==> src/rtl/lsu_ram_port.sv <==
// Load/store port between the core datapath and a word-wide data RAM.
// Handles byte lanes, split misaligned accesses, extension and stall.
module lsu_ram_port #(
  parameter int ADDR_W  = 32,
  parameter int TIMEOUT = 255
) (
  input  logic              clk,
  input  logic              rst_n,
  input  logic              ram_read_en,
  input  logic              ram_write_en,
  input  logic [3:0]        ram_type,
  input  logic              ram_sign,
  input  logic [ADDR_W-1:0] addr,
  input  logic [31:0]       wdata,
  output logic              lsu_stall,
  output logic              lsu_done,
  output logic [31:0]       load_data,
  output logic              lsu_err,
  output logic              mem_req,
  output logic              mem_we,
  output logic [ADDR_W-3:0] mem_addr,
  output logic [3:0]        mem_be,
  output logic [31:0]       mem_wdata,
  input  logic              mem_ready,
  input  logic              mem_rvalid,
  input  logic [31:0]       mem_rdata
);

  localparam logic [3:0] T_BYTE = 4'd1;
  localparam logic [3:0] T_HALF = 4'd2;
  localparam logic [3:0] T_WORD = 4'd4;
  localparam int CW = $clog2(TIMEOUT + 1);

  typedef enum logic [1:0] {
    S_IDLE, S_REQ, S_WAIT, S_DONE
  } state_e;

  state_e            state_q, state_d;
  logic [ADDR_W-1:0] addr_q, addr_d;
  logic [31:0]       wdata_q, wdata_d;
  logic [2:0]        size_q, size_d;
  logic              sign_q, sign_d;
  logic              we_q, we_d;
  logic              phase_q, phase_d;
  logic              err_q, err_d;
  logic              abort_q, abort_d;
  logic [CW-1:0]     cnt_q, cnt_d;
  logic [63:0]       rbuf_q, rbuf_d;

  logic [1:0]  off;
  logic [2:0]  end_w;
  logic        split;
  logic        tmo;
  logic [7:0]  mask_n;
  logic [7:0]  m8;
  logic [31:0] wm;
  logic [63:0] w64;
  logic [31:0] raw;
  logic [31:0] ext;

  assign off   = addr_q[1:0];
  assign end_w = {1'b0, off} + size_q;
  assign split = end_w > 3'd4;
  assign tmo   = cnt_q == CW'(TIMEOUT - 1);

  always_comb begin
    mask_n = 8'h0F;
    unique case (size_q)
      3'd1:    mask_n = 8'h01;
      3'd2:    mask_n = 8'h03;
      default: mask_n = 8'h0F;
    endcase
  end

  // 8-lane view spans both words of a split access
  assign m8  = mask_n << off;
  assign wm  = wdata_q & {{8{mask_n[3]}}, {8{mask_n[2]}},
                          {8{mask_n[1]}}, {8{mask_n[0]}}};
  assign w64 = {32'b0, wm} << {off, 3'b000};
  assign raw = 32'(rbuf_q >> {off, 3'b000});

  always_comb begin
    ext = raw;
    unique case (size_q)
      3'd1:    ext = {{24{sign_q & raw[7]}}, raw[7:0]};
      3'd2:    ext = {{16{sign_q & raw[15]}}, raw[15:0]};
      default: ext = raw;
    endcase
  end

  always_ff @(posedge clk or negedge rst_n) begin
    if (!rst_n) begin
      state_q <= S_IDLE;
    end else begin
      state_q <= state_d;
    end
  end

  always_ff @(posedge clk or negedge rst_n) begin
    if (!rst_n) begin
      addr_q  <= '0;
      wdata_q <= '0;
      size_q  <= '0;
      sign_q  <= 1'b0;
      we_q    <= 1'b0;
      phase_q <= 1'b0;
      err_q   <= 1'b0;
      abort_q <= 1'b0;
      cnt_q   <= '0;
      rbuf_q  <= '0;
    end else begin
      addr_q  <= addr_d;
      wdata_q <= wdata_d;
      size_q  <= size_d;
      sign_q  <= sign_d;
      we_q    <= we_d;
      phase_q <= phase_d;
      err_q   <= err_d;
      abort_q <= abort_d;
      cnt_q   <= cnt_d;
      rbuf_q  <= rbuf_d;
    end
  end

  always_comb begin
    state_d = state_q;
    addr_d  = addr_q;
    wdata_d = wdata_q;
    size_d  = size_q;
    sign_d  = sign_q;
    we_d    = we_q;
    phase_d = phase_q;
    err_d   = err_q;
    abort_d = abort_q;
    rbuf_d  = rbuf_q;
    cnt_d   = '0;
    unique case (state_q)
      S_IDLE: begin
        if (ram_read_en | ram_write_en) begin
          addr_d  = addr;
          wdata_d = wdata;
          sign_d  = ram_sign;
          we_d    = ram_write_en;
          phase_d = 1'b0;
          err_d   = ram_read_en & ram_write_en;
          abort_d = 1'b0;
          rbuf_d  = '0;
          state_d = S_REQ;
          unique case (1'b1)
            (ram_type == T_BYTE): size_d = 3'd1;
            (ram_type == T_HALF): size_d = 3'd2;
            (ram_type == T_WORD): size_d = 3'd4;
            default: begin
              size_d  = 3'd4;
              err_d   = 1'b1;
              abort_d = 1'b1;
              state_d = S_DONE;
            end
          endcase
        end
      end
      S_REQ: begin
        if (mem_ready) begin
          if (!we_q) state_d = S_WAIT;
          else if (split && !phase_q) phase_d = 1'b1;
          else state_d = S_DONE;
        end else if (tmo) begin
          state_d = S_DONE;
          err_d   = 1'b1;
          abort_d = 1'b1;
        end else begin
          cnt_d = cnt_q + CW'(1);
        end
      end
      S_WAIT: begin
        if (mem_rvalid) begin
          if (phase_q) rbuf_d[63:32] = mem_rdata;
          else rbuf_d[31:0] = mem_rdata;
          if (split && !phase_q) begin
            phase_d = 1'b1;
            state_d = S_REQ;
          end else begin
            state_d = S_DONE;
          end
        end else if (tmo) begin
          state_d = S_DONE;
          err_d   = 1'b1;
          abort_d = 1'b1;
        end else begin
          cnt_d = cnt_q + CW'(1);
        end
      end
      default: state_d = S_IDLE;
    endcase
  end

  always_comb begin
    lsu_stall = 1'b0;
    lsu_done  = 1'b0;
    load_data = '0;
    lsu_err   = 1'b0;
    mem_req   = 1'b0;
    mem_we    = 1'b0;
    mem_addr  = '0;
    mem_be    = '0;
    mem_wdata = '0;
    unique case (state_q)
      S_IDLE: lsu_stall = ram_read_en | ram_write_en;
      S_REQ: begin
        lsu_stall = 1'b1;
        mem_req   = 1'b1;
        mem_we    = we_q;
        mem_addr  = addr_q[ADDR_W-1:2]
                  + (ADDR_W-2)'(phase_q);
        mem_be    = phase_q ? m8[7:4] : m8[3:0];
        mem_wdata = phase_q ? w64[63:32] : w64[31:0];
      end
      S_WAIT: lsu_stall = 1'b1;
      default: begin
        lsu_done = 1'b1;
        lsu_err  = err_q;
        if (!we_q && !abort_q) load_data = ext;
      end
    endcase
  end

endmodule

==> config.mk <==
export PLATFORM = sky130hd
export DESIGN_NAME = lsu_ram_port
export DESIGN_NICKNAME = d
export VERILOG_FILES = /design/src/rtl/lsu_ram_port.sv
export SDC_FILE = /design/constraint.sdc
export NUM_CORES = 1
export LEC_CHECK = 0
export ABC_AREA = 1
export ABC_CLOCK_PERIOD_IN_PS = 2000
export BUFFER_PORTS_ARGS = -buffer_cell sky130_fd_sc_hd__buf_2
export CAP_MARGIN = 5
export CORE_AREA = 5 5 114 196
export CTS_BUF_LIST = sky130_fd_sc_hd__clkbuf_4
export CTS_CLUSTER_SIZE = 25
export DETAILED_ROUTE_END_ITERATION = 16
export DIE_AREA = 0 0 119 201
export PLACE_DENSITY_LB_ADDON = 0.08
export SETUP_SLACK_MARGIN = 0.5
export SLEW_MARGIN = 20
export SYNTH_ARGS = -nofsm -noshare
export SYNTH_HDL_FRONTEND = slang
export SYNTH_SLANG_ARGS = --single-unit
==> constraint.sdc <==
create_clock -name clk -period 2 [get_ports clk]
set_input_delay 0.4 -clock clk [delete_from_list [all_inputs] [get_ports clk]]
set_output_delay 0.4 -clock clk [all_outputs]
set_load 0.005 [all_outputs]
### Word-level counts from Yosys, hierarchy flattened

Index checks and enable logic that the tools add are counted.

* flip-flop bits (word level): 146
* bits of input ports: 107

* $add $sub $neg: 3
* $lt $le $gt $ge: 1
* equality and inequality tests: 17
* shifts and indexed selects: 3
* muxes and demuxes: 51
* bitwise operators: 5
* reductions and logical operators: 17

Operators with widths (count)
* two-way mux 32 bit: 6
* two-way mux 64 bit: 2
* case mux 64 bit (2 select lines): 1
* case mux 32 bit (2 select lines): 1
* left shift 32 x 5 -> 64 bit: 1
* >> shifter 64 x 5 -> 32 bit: 1
* AND 32 bit: 1
* adder 30 x 1 -> 30 bit: 1
* two-way mux 30 bit: 1
* two-way mux 8 bit: 3
* two-way mux 1 bit: 19
* two-way mux 2 bit: 8
* != test 2 bit, second input constant: 8
* case mux 8 bit (2 select lines): 1
* AND reduction 4 bit: 3
* case mux 1 bit (3 select lines): 3
* adder 8 x 1 -> 8 bit, second input constant: 1
* == test 8 bit, second input constant: 1
* two-way mux 4 bit: 2
* case mux 4 bit (2 select lines): 1
* left shift 8 x 2 -> 8 bit: 1
* case mux 2 bit (3 select lines): 1
* case mux 3 bit (2 select lines): 1
* OR reduction 3 bit: 2
* other kinds (21): 27

### Logic depth before layout (Yosys ltp)

* depth after elaboration: 7
* mapped depth: 11
* depth with buffers taken out: 10

### Least setup slack after synthesis

OpenSTA, ideal clock, no wires.

* path type: register -> register
* from: register addr_q[1]
* to: register state_q[0]
* arrival time: 1.894 ns
* required time: 1.935 ns
* path slack: 0.041 ns
* stages on the path, launching flop included: 10
* period minus slack after synthesis: 1.959 ns
* cell sequence: dfrtp_1 inv_2 buf_4 clkbuf_1 fa_1 nand2_1 nand4_1 o21ai_0 nand2_1 nand2_1

* longest elaborated chain between the ends: 5

Ends and longest elaborated chain
* start: declaration: line 39 `logic [ADDR_W-1:0] addr_q, addr_d;`
* start signal: assignment: line 112 `addr_q <= addr_d;`
* adder 2 x 3 -> 3 bit: line 62 `assign end_w = {1'b0, off} + size_q;`
* > comparator 3 bit: line 63 `assign split = end_w > 3'd4;`
* logical AND 1 bit: line 165 `else if (split && !phase_q) phase_d = 1'b1;`
* != test 4 bit (no source line)
* AND reduction 2 bit (no source line)
* end signal: assignment: line 95 `state_q <= state_d;`
* end: declaration: line 38 `state_e state_q, state_d;`

No other way between the ends.
A chain may end at the register's enable or synchronous reset.

### Final worst setup path

* from: register phase_q
* to: output port mem_wdata[17]

* longest elaborated chain between the ends: 2

Ends and longest elaborated chain
* start: declaration: line 44 `logic phase_q, phase_d;`
* start signal: assignment: line 117 `phase_q <= phase_d;`
* two-way mux 32 bit: line 216 `mem_wdata = phase_q ? w64[63:32] : w64[31:0];`
* two-way mux 32 bit: line 207 `unique case (state_q)`
* end: declaration: line 23 `output logic [31:0] mem_wdata,`

No other way between the ends.

==> impl_metrics.json <==
{
  "vias": 12100,
  "cts_sinks": 138,
  "grt_usage_pct": 32.8,
  "grt_pass1_wl_um": 61000,
  "synth.cell_area_um2": 9030,
  "fp-row-count": 70,
  "status": "finished, violations left",
  "cpPeakStageDelay_ps": 430,
  "reg2reg_to": "rbuf_q[22]$_DFFE_PN0P_",
  "synthDistinctLibCells": 33,
  "slew_violations": 0,
  "grt_max_degree": 81,
  "cap_violations": 0,
  "htree_levels": 4,
  "hold_end": "wdata_q[28]$_DFFE_PN0P_",
  "fin_cells": 2093,
  "cp_top_family": "buffers and inverters",
  "postLayoutCellArea_um2": 16200,
  "hp-class": "primary input to register",
  "reg2reg_slack_ps": -410,
  "avgSynthCellArea_um2": 6.44,
  "clkPwrFrac_pct": 7.7,
  "cts_buffer_depth": 2,
  "internal_power_mw": 13.0,
  "placed_cells": 1863,
  "p_seq_share_pct": 19.7,
  "seq_area_frac_synth_pct": 38.3,
  "detail-route-antenna-nets": 0,
  "worst_r2r_startpoint": "state_q[0]$_DFFE_PN0P_",
  "cts_tree": "built",
  "p_comb_share_pct": 72.6,
  "io_pins": 210,
  "antenna_found_initial": 1,
  "core_area_um2": 20700,
  "crit_path_max_fanout": 17,
  "leakage_nw": 7.74,
  "crit_slowest_cell": "dfrtp_1",
  "switching_share_pct": 50.5,
  "p_total_mw": 26.3,
  "async_flop_share_pct": 100,
  "postRouteWirelength_um": 46900,
  "wire_per_inst_um": 22.4,
  "ir_drop_mv": 0.803,
  "layout_commonest_cell": "nand2_1",
  "crit_required_ps": 1600,
  "reg2regPathDepth": 16,
  "synthCells": 1402,
  "fin_crit_sh_pct": 139,
  "crit_top_cell": "inv_1",
  "place_ws_ps": -78.2,
  "path_buf_inv": 6,
  "drive_above_1_share_pct": 51.1,
  "cts_buffers": 17,
  "crit_path_end_kind": "output pin",
  "synth_ff_type": "dfrtp_1",
  "start_util_pct": 43.7,
  "dr.pass1.iters": 5,
  "setup_viol": 174,
  "ys_ff_latch": 138,
  "clock_skew_ps": 20.6,
  "synth-warning-count": 0,
  "crit_type": "register to output pin",
  "finalWeightedCongestion": 0.950,
  "hp-start": "wdata[28]",
  "die_w_um": 119,
  "die_height_um": 201,
  "synth-edff-count": 0,
  "drt_iter0_drc": 1213,
  "synth_fp_nets": 1519,
  "violations": "negative setup slack",
  "power_switching_mw": 13.3,
  "arrival_ps": 2390,
  "final_cell_mix": "394 x nand2_1, 200 x buf_2, 131 x dfrtp_1",
  "drcViolationCount": 0,
  "grt_overflow": 0,
  "fmax_ghz": 0.359,
  "startpoint_type": "register",
  "power.density_nw_per_um2": 1620,
  "setup_ws_ps": -787,
  "holdPathStages": 3,
  "grt_pass1_vias": 11600,
  "syn_to_final_growth_pct": 79.5,
  "cts_root_buffer": "clkbuf_4",
  "cp_cell_sequence": "buf_4 -> inv_1 -> buf_4 -> o21ai_0 -> inv_1 -> nand2_1 -> nand2_1 -> inv_1 -> buf_2",
  "hpwlAfterDp_um": 27100,
  "path_clk_slew_ps": 140,
  "portBuffers": 209,
  "worstMarginPinSlew_ps": 456,
  "drt-vias-per-instance": 5.80,
  "clkLatencyLatePin_ps": 600,
  "fin_crit_ps": 2790,
  "dieArea_um2": 23900,
  "fin_nets": 1944,
  "final-hold-violation-count": 0,
  "slew_headroom_pct": 69.6,
  "placed_cell_area_um2": 11000,
  "rsz0062_at_grt": "true"
}
## logic make-up (layout without fill, tap and decap cells)
logic type	after synthesis	count (layout)	share of synthesized area, %
AOI/OAI and AO/OA	230	230	12.9
xor gates and xnor gates	7	7	0.679
adders and majority gates	10	10	1.47
buffers and inverters	181	617	8.25
DFF	138	138	38.3
other	0	1	0
and+or+nand+nor	836	838	38.4
## stage by stage
| stage | setup TNS [ps] | utilization, % | hold WS, ps |
|---|---|---|---|
| after floorplan | 0 | - | 104 |
| after global placement | -224 | 53.2 | 353 |
| after detailed placement | -239 | 53.2 | 351 |
| after CTS | -54390 | 67.1 | 0.752 |
| after global routing | -95460 | 78.4 | -5.70 |
| final | -80950 | 78.4 | 33.1 |
## power groups by stage
stage | combinational (mW) | sequential, mW | clock [mW]
4_1_cts | 13.6 | 4.96 | 2.04
3_5_place_dp | 10.2 | 4.89 | 0
6_report | 19.1 | 5.18 | 2.02
3_3_place_gp | 10.1 | 4.90 | 0
2_1_floorplan | 6.85 | 4.53 | 0
5_1_grt | 20.2 | 5.24 | 2.16
## state kept, by name, summed over array words and instances, names as in the netlist, 2 cells and up
| signal | cells |
|---|---|
| state_q | 2 |
| rbuf_q | 56 |
| wdata_q | 32 |
| cnt_q | 8 |
| size_q | 3 |
| addr_q | 32 |
## Yosys cell counts, types with 12 or more instances
| library cell | number | area share [%] |
|---|---|---|
| inv_1 | 87 | 3.6 |
| nor2_2 | 13 | 0.90 |
| buf_2 | 31 | 1.7 |
| o21ai_1 | 51 | 2.8 |
| nand3_1 | 142 | 7.9 |
| o21ai_0 | 106 | 5.9 |
| a21oi_1 | 62 | 3.4 |
| nor2_1 | 113 | 4.7 |
| nand2_1 | 540 | 22 |
| dfrtp_1 | 138 | 38 |
| clkbuf_1 | 39 | 1.6 |
| inv_2 | 12 | 0.50 |
## tightest hold or removal path: cells and delay by family
kind                   cells  cell delay, ps
buffers and inverters      1             100
AND/OR/NAND/NOR            2             100
## final cells by class
| class | count | area, µm² |
|---|---|---|
| antenna | 1 | 2.50 |
| timing repair buffer | 479 | 4540 |
| timing repair inverter | 6 | 63.8 |
| tap | 252 | 315 |
| multi-input combinational | 1085 | 7040 |
| inverter | 100 | 477 |
| clock buffer | 19 | 143 |
| sequential | 138 | 3460 |
| fill | 1436 | 4470 |
| clock inverter | 13 | 153 |
## worst max-delay path by stage
stage | from | to | slack [ps] | cells past startpoint
2_1_floorplan | addr_q[1]$_DFFE_PN0P_ | state_q[0]$_DFFE_PN0P_ | 280 | 10
3_3_place_gp | addr_q[9]$_DFFE_PN0P_ | mem_addr[18] | -80 | 10
3_5_place_dp | addr_q[9]$_DFFE_PN0P_ | mem_addr[18] | -80 | 10
4_1_cts | phase_q$_DFFE_PN0P_ | mem_addr[18] | -670 | 11
5_1_grt | size_q[2]$_DFFE_PN0P_ | mem_wdata[1] | -890 | 11
6_report | phase_q$_DFFE_PN0P_ | mem_wdata[17] | -790 | 9
## per-layer routing
metal	part of all wire [%]	up-vias	GRT usage (%)	wire length, µm
li1	-	5399	-	-
met1	31	5691	31.5	14500
met2	51	746	59.8	24100
met3	6.3	305	5.47	2980
met4	11	0	27.1	5340
met5	0	-	0	0
## what timing repair did
item	CTS	global route
pin swaps	107	66
endpoints found under the hold margin	85	3
gates resized for setup	344	415
buffers inserted	66	35
hold buffers	48	3
gates cloned	17	28
endpoints found under the setup margin	241	241
No activity file was read; power rests on OpenSTA's default activity.
